### src/rtl/bus_command_generator.sv
// Bus command generator: turns 8088 bus phases into IOR/IOW/MEMR/MEMW strobes
// with programmable strobe delay and wait states, and arbitrates hold requesters.
//
// Ports:
//   clock, reset_n        system clock, async active-low reset
//   cpu_clock_posedge     one-clock pulse at CPU clock rise
//   cpu_clock_negedge     one-clock pulse at CPU clock fall
//   RD_N, WR_N            CPU read / write request, active low
//   IO_OR_M, ALE          I/O(1) or memory(0) select; address latch enable
//   ready_in              external READY
//   hold_request          per-requester bus request (level)
//   dma_mem_to_io         per-requester direction: 1 = MEMR+IOW, 0 = IOR+MEMW
//   dma_xfer              granted requester starts one transfer (pulse)
//   cpu_ready             READY to CPU
//   HLDA, hold_ack        bus held / one-hot grant
//   dma_xfer_done         pulse at end of each DMA transfer
//   IOR_N..MEMW_N         bus command strobes, active low
//
// Build option: BUS_CMD_ROUND_ROBIN_EN selects round-robin arbitration
// (default: fixed priority, lowest index wins).

module bus_command_generator #(
   parameter int NUM_REQ   = 2,
   parameter int CMD_DELAY = 1,
   parameter int IO_WAIT   = 1,
   parameter int MEM_WAIT  = 0
) (
   input  logic               clock,
   input  logic               reset_n,
   input  logic               cpu_clock_posedge,
   input  logic               cpu_clock_negedge,
   input  logic               RD_N,
   input  logic               WR_N,
   input  logic               IO_OR_M,
   input  logic               ALE,
   input  logic               ready_in,
   input  logic [NUM_REQ-1:0] hold_request,
   input  logic [NUM_REQ-1:0] dma_mem_to_io,
   input  logic               dma_xfer,
   output logic               cpu_ready,
   output logic               HLDA,
   output logic [NUM_REQ-1:0] hold_ack,
   output logic               dma_xfer_done,
   output logic               IOR_N,
   output logic               IOW_N,
   output logic               MEMR_N,
   output logic               MEMW_N
);

   localparam int WW = (NUM_REQ > 1) ? $clog2(NUM_REQ) : 1;
   localparam int DMA_HOLD =
      ((IO_WAIT > MEM_WAIT) ? IO_WAIT : MEM_WAIT) + 1;

   typedef enum logic [1:0] {
      CPU_OWN,
      WAIT_IDLE,
      GRANT,
      RELEASE
   } state_t;

   state_t state, state_nx;

   logic [WW-1:0] winner;
   logic [WW-1:0] pick;
   logic          win_req;

   logic       cpu_req;
   logic       dly_hit;
   logic       wait_load;
   logic [1:0] dly_cnt;
   logic [3:0] cpu_cmd;
   logic [2:0] wait_cnt;

   logic       dma_armed;
   logic       dma_active;
   logic       dma_dir;
   logic [3:0] dma_cnt;

`ifdef BUS_CMD_ROUND_ROBIN_EN
   logic [WW-1:0] last_grant;

   // Search upward from the last granted index, wrapping to 0.
   always_comb begin
      int j;
      logic found;
      pick  = '0;
      found = 1'b0;
      j     = 0;
      for (int i = 1; i <= NUM_REQ; i++) begin
         j = (int'(last_grant) + i) % NUM_REQ;
         if (!found && hold_request[j[WW-1:0]]) begin
            pick  = j[WW-1:0];
            found = 1'b1;
         end
      end
   end

   always_ff @(posedge clock or negedge reset_n) begin
      if (!reset_n)
         last_grant <= WW'(NUM_REQ - 1);
      else if (state == WAIT_IDLE && state_nx == GRANT)
         last_grant <= winner;
   end
`else
   always_comb begin
      pick = '0;
      for (int i = NUM_REQ - 1; i >= 0; i--) begin
         if (hold_request[i[WW-1:0]])
            pick = i[WW-1:0];
      end
   end
`endif

   assign win_req = hold_request[winner];

   always_comb begin
      state_nx = state;
      unique case (state)
         CPU_OWN:
            if (cpu_clock_posedge && |hold_request)
               state_nx = WAIT_IDLE;
         WAIT_IDLE:
            if (cpu_clock_posedge && RD_N && WR_N && !ALE)
               state_nx = GRANT;
         GRANT:
            if (cpu_clock_posedge && !win_req
                && !dma_armed && !dma_active)
               state_nx = RELEASE;
         RELEASE:
            if (cpu_clock_posedge)
               state_nx = CPU_OWN;
         default:
            state_nx = CPU_OWN;
      endcase
   end

   always_ff @(posedge clock or negedge reset_n) begin
      if (!reset_n) begin
         state  <= CPU_OWN;
         winner <= '0;
      end else begin
         state <= state_nx;
         if (state == CPU_OWN && state_nx == WAIT_IDLE)
            winner <= pick;
      end
   end

   assign HLDA     = (state == GRANT);
   assign hold_ack = HLDA ? (NUM_REQ'(1) << winner) : '0;

   // Exactly one of RD_N/WR_N low is a legal CPU command.
   assign cpu_req = RD_N ^ WR_N;
   assign dly_hit = (CMD_DELAY == 0) ||
                    (cpu_clock_negedge &&
                     int'(dly_cnt) == CMD_DELAY - 1);
   assign wait_load = !HLDA && cpu_req &&
                      cpu_cmd == 4'b0 && dly_hit;

   always_ff @(posedge clock or negedge reset_n) begin
      if (!reset_n) begin
         cpu_cmd  <= '0;
         dly_cnt  <= '0;
         wait_cnt <= '0;
      end else begin
         if (HLDA || !cpu_req) begin
            cpu_cmd <= '0;
            dly_cnt <= '0;
         end else if (cpu_cmd == 4'b0) begin
            if (dly_hit)
               cpu_cmd <= { IO_OR_M & ~RD_N,
                            IO_OR_M & ~WR_N,
                           ~IO_OR_M & ~RD_N,
                           ~IO_OR_M & ~WR_N};
            else if (cpu_clock_negedge)
               dly_cnt <= dly_cnt + 2'd1;
         end
         if (wait_load)
            wait_cnt <= IO_OR_M ? 3'(IO_WAIT) : 3'(MEM_WAIT);
         else if (cpu_clock_posedge && wait_cnt != 3'd0)
            wait_cnt <= wait_cnt - 3'd1;
      end
   end

   assign cpu_ready = ready_in & (wait_cnt == 3'd0);

   always_ff @(posedge clock or negedge reset_n) begin
      if (!reset_n) begin
         dma_armed     <= 1'b0;
         dma_active    <= 1'b0;
         dma_dir       <= 1'b0;
         dma_cnt       <= '0;
         dma_xfer_done <= 1'b0;
      end else begin
         dma_xfer_done <= 1'b0;
         if (!HLDA) begin
            dma_armed  <= 1'b0;
            dma_active <= 1'b0;
         end else begin
            if (dma_xfer && !dma_armed && !dma_active)
               dma_armed <= 1'b1;
            if (dma_armed && cpu_clock_negedge) begin
               dma_armed  <= 1'b0;
               dma_active <= 1'b1;
               dma_dir    <= dma_mem_to_io[winner];
               dma_cnt    <= 4'(DMA_HOLD);
            end
            // ready_in low stretches the transfer.
            if (dma_active && cpu_clock_posedge && ready_in) begin
               if (dma_cnt == 4'd1) begin
                  dma_active    <= 1'b0;
                  dma_xfer_done <= 1'b1;
               end else begin
                  dma_cnt <= dma_cnt - 4'd1;
               end
            end
         end
      end
   end

   assign IOR_N  = ~(cpu_cmd[3] | (dma_active & ~dma_dir));
   assign IOW_N  = ~(cpu_cmd[2] | (dma_active &  dma_dir));
   assign MEMR_N = ~(cpu_cmd[1] | (dma_active &  dma_dir));
   assign MEMW_N = ~(cpu_cmd[0] | (dma_active & ~dma_dir));

endmodule

### config.mk
export PLATFORM = sky130hd
export DESIGN_NAME = bus_command_generator
export DESIGN_NICKNAME = d
export VERILOG_FILES = /design/src/rtl/bus_command_generator.sv
export SDC_FILE = /design/constraint.sdc
export NUM_CORES = 1
export LEC_CHECK = 0
export ABC_AREA = 1
export CAP_MARGIN = 20
export CORE_MARGIN = 3
export CORE_UTILIZATION = 51
export CTS_BUF_LIST = sky130_fd_sc_hd__clkbuf_16
export DETAILED_ROUTE_END_ITERATION = 10
export GPL_ROUTABILITY_DRIVEN = 0
export PLACE_DENSITY = 0.75
export RECOVER_POWER = 100
export SLEW_MARGIN = 5
export SYNTH_ARGS = -nofsm -noshare
export SYNTH_HDL_FRONTEND = slang
export SYNTH_SLANG_ARGS = --single-unit
### constraint.sdc
create_clock -name clock -period 1.8 [get_ports clock]
set_input_delay 0.36 -clock clock [delete_from_list [all_inputs] [get_ports clock]]
set_output_delay 0.36 -clock clock [all_outputs]
set_load 0.01 [all_outputs]
==> flow_metrics.tcl, run 1 <==
set metrics [dict create \
    yosysMostFrequentCell "nand2_1" \
    first_pass_iters 4 \
    cp_slowest_stage_delay_ns 0.55 \
    cts_buffers 3 \
    postCtsHoldBufs 0 \
    cts_tree "yes" \
    vdd.ir_drop.worst_mv 0.844 \
    leakage_nw 0.833 \
    start_util 0.552 \
    synth_area_um2 1240 \
    synth_fa_ha_area_frac 0.0503 \
    die_x_um 55.4 \
    synth_top_family_by_area "simple AND/OR/NAND/NOR gates" \
    fin_crit_ns 1.71 \
    hpwl_mm 1.92 \
    synth_top_area_cell "dfrtp_1" \
    dieArea_um2 3070 \
    r2r_slack_ns 0.35 \
    hp-class "flip-flop to flip-flop" \
    clockBufferDepth 2 \
    worst_slew_pin_slew_ns 1.08 \
    synth_cells 171 \
    area_delta_synth_final_pct 27.9 \
    total_power_mw 2.14 \
    vias_per_cell 4.96 \
    r2r_cells 7 \
    clock_skew_ns 0.00296 \
    yosys-top-cells-area "dfrtp_1 (40%), nand2_1 (12%), nand3_1 (10%), inv_1 (7.5%), nor2_1 (6.6%)" \
    async_reset_ff_frac 1.00 \
    hold_depth 2 \
    yosysUniqueCellTypes 21 \
    ys_seq_elements 20 \
    drive_gt1_frac 0.0800 \
    synth-simple-area-share 0.365 \
    synth-warning-count 0 \
    reg2reg_from "dly_cnt[0]" \
    insertion_delay_ns 0.25 \
    hold-path-endpoint "dma_cnt[3]" \
    crit_arrival_ns 1.35 \
    synth-edff-count 0 \
    avgRoutedWirePerCell_um 11.0 \
    ys.flop_type "dfrtp_1" \
    cp_max_fo 4 \
    yosysSeqAreaShare 0.402 \
    coreArea_um2 2250 \
    n_antenna_cell 0 \
    slew_viol_final 0 \
    synth-compound-area-share 0.0634 \
    die_h_um 55.4 \
    tns_ns 0 \
    drv_cap 0 \
    clkTransAtPathRegs_ns 0.06 \
    finalHoldViolCount 0 \
    crit_slowest_cell "clkdlybuf4s50_1" \
    nets 220 \
    max_freq_mhz 584 \
    required_ns 1.44 \
    setup_violations 0 \
    relSlewSlack 0.280 \
    vias 1132 \
    avgSynthCellArea_um2 7.27 \
    io_pins 23 \
    reg2reg_to "cpu_cmd[0]" \
    path_class "flip-flop to output port" \
    grt.overflow.total 0 \
    drt_iter0_markers 20 \
    crit_chain "nor2_4, clkdlybuf4s50_1" \
    drtAntennaViolNets 0 \
    crit_path_end_kind "output port" \
    start_kind "flip-flop" \
    cts-root-buf "clkbuf_16" \
    netlist.area_leader.share 0.402 \
    synth_nets 190 \
    period_share 0.952 \
    drc_errors 0 \
    portBuffers 22 \
    hp-start "dma_cnt[3]" \
    finalWirelength_mm 2.50 \
    synth.area.mux_share 0 \
    final.fill_count 204 \
    htree_levels 1 \
    rows 17 \
    grt_pass1_vias 1102 \
    synthXorXnorAreaFrac 0.00704 \
    grt_antenna_before_repair 0 \
    grt_util_all_layers 0.175 \
    cts_sinks 20 \
    status "complete, no violations" \
    grt_pass1_wl_mm 4.42 \
    grt_max_degree 21 \
    synth_top_cells_by_count "nand2_1 (40), inv_1 (25), nand3_1 (25)" \
    powerDensity_nw_per_um2 1350 \
    rsz0062_at_grt "no" \
]
[layer usage]
| layer | vias to the layer above | GRT usage | wire (um) |
|---|---|---|---|
| met4 | 0 | 0.0799 | 10 |
| met3 | 2 | 0.0467 | 124 |
| met5 | - | 0 | 0 |
| met2 | 24 | 0.292 | 1190 |
| met1 | 512 | 0.208 | 1170 |
| li1 | 594 | - | - |
[power by group]
part           total (mW)  leakage, nW  switching (mW)  internal (mW)
combinational       0.857        0.520           0.492          0.365
clock               0.611       0.0511           0.170          0.441
sequential          0.674        0.262           0.104          0.571
total                2.14        0.833           0.765           1.38
[layout make-up]
cell class	instances	area, um^2	area share
clock inverters	1	30.0	0.0189
flip-flops and latches	20	500	0.315
clock buffers	3	75.1	0.0472
multi-input cells	118	594	0.374
inverters	30	113	0.0708
well taps	28	35.0	0.0220
repair buffers	28	243	0.153
[state kept, by name, summed over array words and instances, names as in the netlist]
signal	flops
cpu_cmd	4
dma_cnt	4
wait_cnt	3
dly_cnt	2
state	2
dma_active	1
dma_armed	1
dma_dir	1
dma_xfer_done	1
winner	1
[layout by cell type (no fill, tap or decap), types with 4 or more instances in the layout]
| cell type | n |
|---|---|
| nand3_1 | 25 |
| buf_4 | 5 |
| clkbuf_1 | 4 |
| ha_1 | 4 |
| inv_1 | 28 |
| dfrtp_1 | 20 |
| a21oi_1 | 8 |
| o21ai_0 | 4 |
| dlygate4sd3_1 | 4 |
| clkdlybuf4s50_1 | 11 |
| nand2_1 | 41 |
| nor2_1 | 24 |
[stage by stage]
step	utilization	worst slack, ns	cell area [um^2]	hold WS (ns)	std cells
finish	0.705	0.0869	1590	0.507	228
global route	0.705	0.0248	1590	0.535	228
CTS	0.712	0.00647	1610	0.459	226
detailed placement	0.663	-0.0221	1500	0.498	221
global placement	0.663	-0.0102	1500	0.481	221
floorplan	-	0.545	1240	0.0644	171
[cells by family after synthesis]
logic type | after synthesis
flops | 20
simple gates | 98
xor+xnor | 1
compound gates | 14
fa+ha+maj | 5
buf+inv | 33
[worst max-delay path, delay by kind of cell (launching register included)]
| kind | cells | cell delay [ns] |
|---|---|---|
| AND/OR/NAND/NOR | 1 | 0.16 |
| flip-flops | 1 | 0.40 |
| buffers and inverters | 1 | 0.55 |
[repair_timing]
| item | 4_1_cts | 5_1_grt |
|---|---|---|
| endpoints found under the setup margin | 8 | 5 |
| buffers inserted | 1 | 2 |
| gates resized for setup | 4 | 6 |
[worst max-delay path by stage]
stage                start           to  slack (ns)  depth (start not counted)
6_report          state[0]         HLDA        0.09                          2
5_1_grt        wait_cnt[0]    cpu_ready        0.02                          6
4_1_cts         dma_active       MEMW_N       0.006                          2
3_5_place_dp      ready_in    cpu_ready       -0.02                          4
3_3_place_gp      ready_in    cpu_ready       -0.01                          4
2_1_floorplan  wait_cnt[0]  wait_cnt[0]        0.55                          9
Power figures use the tool's default switching activity.
==> run 2, diff against run 1 <==
--- a/config.mk
+++ b/config.mk
@@ -8,11 +8,11 @@
 export ABC_AREA = 1
 export CAP_MARGIN = 20
 export CORE_MARGIN = 3
-export CORE_UTILIZATION = 51
+export CORE_UTILIZATION = 46
 export CTS_BUF_LIST = sky130_fd_sc_hd__clkbuf_16
 export DETAILED_ROUTE_END_ITERATION = 10
 export GPL_ROUTABILITY_DRIVEN = 0
-export PLACE_DENSITY = 0.75
+export PLACE_DENSITY = 0.71
 export RECOVER_POWER = 100
 export SLEW_MARGIN = 5
 export SYNTH_ARGS = -nofsm -noshare
==> constraint.sdc (replaced) <==
create_clock -name clock -period 1.55 [get_ports clock]
set_input_delay 0.31 -clock clock [delete_from_list [all_inputs] [get_ports clock]]
set_output_delay 0.31 -clock clock [all_outputs]
set_load 0.01 [all_outputs]
==> run 2 against run 1 <==
Effect of this change:
- non-clock buffer count up 7
- register-to-register slack worse by 0.15 ns
- critical path type unchanged
- sequential share of layout area decreased by 1.8 points
- largest power group unchanged
==> flow_metrics.tcl, run 2 (synthesized netlist as in run 1, its figures left out) <==
set metrics [dict create \
    r2r_cells 9 \
    htree_levels 1 \
    grt_pass1_wl_mm 4.69 \
    rsz0062_at_grt "yes" \
    path_class "flip-flop to output port" \
    clock_skew_ns 0.00216 \
    layout_common_cells "nand2_1 (40), inv_1 (25), nand3_1 (25)" \
    nets 227 \
    clkTransAtPathRegs_ns 0.06 \
    hold-path-endpoint "dly_cnt[0]" \
    finalWirelength_mm 2.67 \
    dieArea_um2 3360 \
    max_freq_mhz 659 \
    seq_power_share 0.302 \
    drc_errors 0 \
    vias 1194 \
    cts_tree "yes" \
    grt_max_degree 21 \
    r2r_slack_ns 0.20 \
    hp-start "dly_cnt[0]" \
    insertion_delay_ns 0.25 \
    io_pins 23 \
    cts_sinks 20 \
    grt_util_all_layers 0.179 \
    clockBufferDepth 2 \
    internal-power_mw 1.67 \
    drtAntennaViolNets 0 \
    switchingPower_uw 941 \
    die_h_um 58.0 \
    fin_crit_ns 1.52 \
    swShare 0.360 \
    cts_buffers 3 \
    area_delta_synth_final_pct 35.6 \
    fin_area_um2 1690 \
    hp-class "flip-flop to flip-flop" \
    cts-root-buf "clkbuf_16" \
    vdd.ir_drop.worst_mv 1.05 \
    n_antenna_cell 0 \
    reg2reg_to "wait_cnt[0]" \
    worst_slew_pin_slew_ns 0.529 \
    period_share 0.980 \
    crit_start "wait_cnt[0]" \
    reg2reg_from "wait_cnt[0]" \
    hold_slack_ns 0.503 \
    postCtsHoldBufs 0 \
    slew_viol_final 0 \
    leakage_nw 0.873 \
    powerDensity_nw_per_um2 1550 \
    clkPwrFrac 0.272 \
    crit_slowest_cell "dfrtp_1" \
    cp_slowest_stage_delay_ns 0.38 \
    avgRoutedWirePerCell_um 11.3 \
    drt_iter0_markers 38 \
    tns_ns 0 \
    status "complete, no violations" \
    first_pass_iters 4 \
    start_util 0.493 \
    grt_pass1_vias 1164 \
    drive_gt1_frac 0.155 \
    crit_chain "inv_1, ha_2, ha_4, nand2_1, inv_2, buf_6" \
    coreArea_um2 2520 \
    hpwl_mm 2.01 \
    rows 18 \
    grt_antenna_before_repair 0 \
    finalHoldViolCount 0 \
    drv_cap 0 \
    portBuffers 22 \
    setup_violations 0 \
    cp_max_fo 2 \
    crit_path_end_kind "output port" \
    placed_cell_area_um2 1580 \
    pwr-share-comb 0.427 \
    crit_arrival_ns 1.21 \
    required_ns 1.24 \
    vias_per_cell 5.04 \
    die_x_um 58.0 \
    grt.overflow.total 0 \
    top_regs "cpu_cmd (4), dma_cnt (4), wait_cnt (3)" \
    relSlewSlack 0.647 \
    mostFrequentLayoutCell "nand2_1" \
    start_kind "flip-flop" \
    hold_depth 2 \
]
## run 2: cell types whose count changed in the layout (fill, tap and decap cells not counted), sizes merged
cell / change
dlymetal6s2s: -1
dlygate4sd2: +2
clkdlybuf4s50: -1
buf: +6
clkbuf: +1
## run 2: routing by layer
| layer | GRT usage | vias up | wire, um |
|---|---|---|---|
| met5 | 0 | - | 0 |
| li1 | - | 609 | - |
| met1 | 0.230 | 547 | 1210 |
| met3 | 0.0334 | 5 | 155 |
| met4 | 0.0695 | 0 | 48 |
| met2 | 0.298 | 33 | 1260 |
## run 2: worst max-delay path, delay by kind of cell (launching register included)
kind | cells | cell delay (ns)
fa+ha+maj | 2 | 0.32
simple gates | 1 | 0.06
flops | 1 | 0.38
buf+inv | 3 | 0.21
## run 2: layout make-up
class,count,area [um^2]
Clock buffer,3,75.1
Tap cell,30,37.5
Fill cell,223,836
Inverter,30,113
Clock inverter,1,30.0
Sequential cell,20,500
Timing Repair Buffer,35,312
Multi-Input combinational cell,118,619
## run 2: how the worst max path moves through the flow
| stage | cells after the start | to |
|---|---|---|
| 6_report | 6 | cpu_ready |
| 5_1_grt | 6 | cpu_ready |
| 4_1_cts | 6 | cpu_ready |
| 3_5_place_dp | 4 | cpu_ready |
| 3_3_place_gp | 4 | cpu_ready |
| 2_1_floorplan | 9 | wait_cnt[0] |
## run 2: metrics by stage
stage	instances	total power, mW	setup WS, ns	util
6_report	237	2.61	0.0314	0.669
5_1_grt	237	2.83	-0.0156	0.669
4_1_cts	236	2.60	0.00145	0.665
3_5_place_dp	232	1.91	-0.191	0.625
3_3_place_gp	232	1.87	-0.158	0.625
2_1_floorplan	171	1.50	0.295	-
## run 2: power groups by stage
| stage | logic (mW) | registers, mW | clock network, mW |
|---|---|---|---|
| after floorplan | 0.730 | 0.768 | 0 |
| after global placement | 1.08 | 0.794 | 0 |
| after detailed placement | 1.11 | 0.800 | 0 |
| after CTS | 1.08 | 0.791 | 0.727 |
| after global routing | 1.27 | 0.807 | 0.753 |
| final | 1.12 | 0.789 | 0.710 |
## run 2: what timing repair did
| action | in CTS | in global routing |
|---|---|---|
| endpoints found under the hold margin | 0 | 0 |
| setup endpoints to repair | 8 | 4 |
| setup buffers | 0 | 1 |
| pin swaps | 0 | 0 |
| gates resized for setup | 13 | 8 |
==> run 3, diff against run 2 <==
--- a/config.mk
+++ b/config.mk
@@ -7,7 +7,7 @@
 export LEC_CHECK = 0
 export ABC_AREA = 1
 export CAP_MARGIN = 20
-export CORE_MARGIN = 3
+export CORE_MARGIN = 2
 export CORE_UTILIZATION = 46
 export CTS_BUF_LIST = sky130_fd_sc_hd__clkbuf_16
 export DETAILED_ROUTE_END_ITERATION = 10
==> run 3 against run 2 <==
Effect of this change:
- flip-flop and latch count did not move
- sequential share of layout area fell by 0.73 points
- setup slack improved by 0.014 ns
- worst hold slack improved by 0.0021 ns
- first-iteration DRC count rose by 13%
- sequential power rose by 0.5%
- critical path depth fell by 5
- non-clock buffer count rose by 4
- clock power rose by 0.7%
- die area fell by 6.8%
- register-to-register slack got worse by 0.06 ns
- count of clock-buffer cells in the layout did not move
- critical path type unchanged
- critical endpoint is now dma_xfer_done
==> flow_metrics.tcl, run 3 (synthesized netlist as in run 1, its figures left out) <==
set metrics [dict create \
    rows 18 \
    grt_max_degree 21 \
    seq_power_share 0.289 \
    n_antenna_cell 0 \
    r2r_cells 10 \
    vias 1190 \
    nets 231 \
    coreArea_um2 2520 \
    status "complete, no violations" \
    swShare 0.363 \
    clkPwrFrac 0.260 \
    postCtsHoldBufs 0 \
    required_ns 1.24 \
    cts-root-buf "clkbuf_16" \
    grt_util_all_layers 0.204 \
    period_share 0.971 \
    hpwl_mm 2.07 \
    drive_gt1_frac 0.185 \
    die_h_um 56.0 \
    drt_iter0_markers 43 \
    reg2reg_from "wait_cnt[1]" \
    hp-class "flip-flop to flip-flop" \
    fin_crit_ns 1.50 \
    crit_slowest_cell "dlygate4sd3_1" \
    cts_sinks 20 \
    cp-endpoint "dma_xfer_done" \
    dp.cells 231 \
    clkTransAtPathRegs_ns 0.06 \
    die_x_um 56.0 \
    grt_antenna_before_repair 0 \
    r2r_slack_ns 0.14 \
    finalWorstSetupSlack_ns 0.0451 \
    portBuffers 22 \
    internal-power_mw 1.75 \
    top_regs "cpu_cmd (4), dma_cnt (4), wait_cnt (3)" \
    path_class "flip-flop to output port" \
    start_kind "flip-flop" \
    crit_chain "dlygate4sd3_1" \
    slew_viol_final 0 \
    start_util 0.493 \
    mostFrequentLayoutCell "nand2_1" \
    cp.buffers_inverters 1 \
    cts_buffers 3 \
    area_delta_synth_final_pct 39.0 \
    pwr-share-comb 0.451 \
    grt_pass1_wl_mm 5.08 \
    grt_pass1_vias 1177 \
    cp_max_fo 1 \
    worst_slew_pin_slew_ns 0.503 \
    reg2reg_to "wait_cnt[0]" \
    grt.overflow.total 0 \
    finalWirelength_mm 2.93 \
    dieArea_um2 3140 \
    cp_top_family "buffers and inverters" \
    crit_start "dma_xfer_done" \
    vdd.ir_drop.worst_mv 1.26 \
    clock_skew_ns 0.00130 \
    cts_tree "yes" \
    stdcell_count 241 \
    worstSetupPathDepth 1 \
    max_freq_mhz 664 \
    switchingPower_uw 997 \
    htree_levels 1 \
    final.fill_count 224 \
    drtAntennaViolNets 0 \
    io_pins 23 \
    drv_cap 0 \
    relSlewSlack 0.665 \
    cp_slowest_stage_delay_ns 0.59 \
    clockBufferDepth 2 \
    avgRoutedWirePerCell_um 12.2 \
    crit_arrival_ns 1.19 \
    powerDensity_nw_per_um2 1590 \
    drc_errors 0 \
    finalHoldViolCount 0 \
    layout_common_cells "nand2_1 (39), nand3_1 (25), inv_1 (24)" \
    vias_per_cell 4.94 \
    leakage_nw 0.898 \
    first_pass_iters 4 \
    place_ws_ns -0.164 \
    insertion_delay_ns 0.25 \
    setup_violations 0 \
    crit_path_end_kind "output port" \
]
-- run 3: per-layer routing --
metal,global-route usage,up-vias,wire length (um),share of wire
met3,0.0698,4,143,0.049
met2,0.350,31,1450,0.49
met1,0.245,542,1310,0.45
met5,0,-,0,0
li1,-,613,-,-
met4,0.0510,0,31,0.011
-- run 3: area by class of cell --
cell class | count | area [um^2] | area share
multi-input cells | 118 | 632 | 0.365
well taps | 30 | 37.5 | 0.0217
clock inverters | 1 | 30.0 | 0.0174
repair buffers | 39 | 342 | 0.198
clock buffers | 3 | 75.1 | 0.0434
inverters | 30 | 113 | 0.0651
flip-flops and latches | 20 | 500 | 0.289
-- run 3: worst min-delay path: stages, from the launching register on --
cell,delay (ns)
dfrtp_1,0.35
nand3_1,0.08
nand2_1,0.05
-- run 3: worst min-delay path by stage --
stage	from	endpoint	slack, ns	cells after the start
floorplan	reset_n	cpu_cmd[0]	0.01	0
global placement	dly_cnt[1]	dly_cnt[1]	0.48	2
detailed placement	dma_cnt[3]	dma_cnt[3]	0.50	2
CTS	reset_n	state[1]	0.40	2
global route	dly_cnt[0]	dly_cnt[0]	0.54	2
finish	dly_cnt[0]	dly_cnt[0]	0.51	2
-- run 3: power by group through the flow --
stage / clock network [mW] / registers [mW] / logic (mW)
after CTS: 0.724 / 0.788 / 1.11
after floorplan: 0 / 0.768 / 0.730
final: 0.715 / 0.793 / 1.24
after detailed placement: 0 / 0.799 / 1.10
after global routing: 0.746 / 0.811 / 1.40
after global placement: 0 / 0.793 / 1.06
-- run 3: through the flow --
step           TNS (ns)  hold WS [ns]  cell area (um^2)  utilization  power [mW]
2_1_floorplan         0        0.0144              1240            -        1.50
3_3_place_gp     -0.167         0.481              1570        0.623        1.85
3_5_place_dp     -0.202         0.498              1570        0.623        1.90
4_1_cts               0         0.402              1680        0.664        2.62
5_1_grt        -0.00796         0.540              1730        0.686        2.95
6_report              0         0.505              1730        0.686        2.75
-- run 3: repair_timing --
| action | in CTS | in global routing |
|---|---|---|
| endpoints found under the setup margin | 8 | 3 |
| gates resized for setup | 15 | 7 |
| pin swaps | 0 | 3 |
| cloned | 0 | 0 |
| buffers inserted | 2 | 4 |
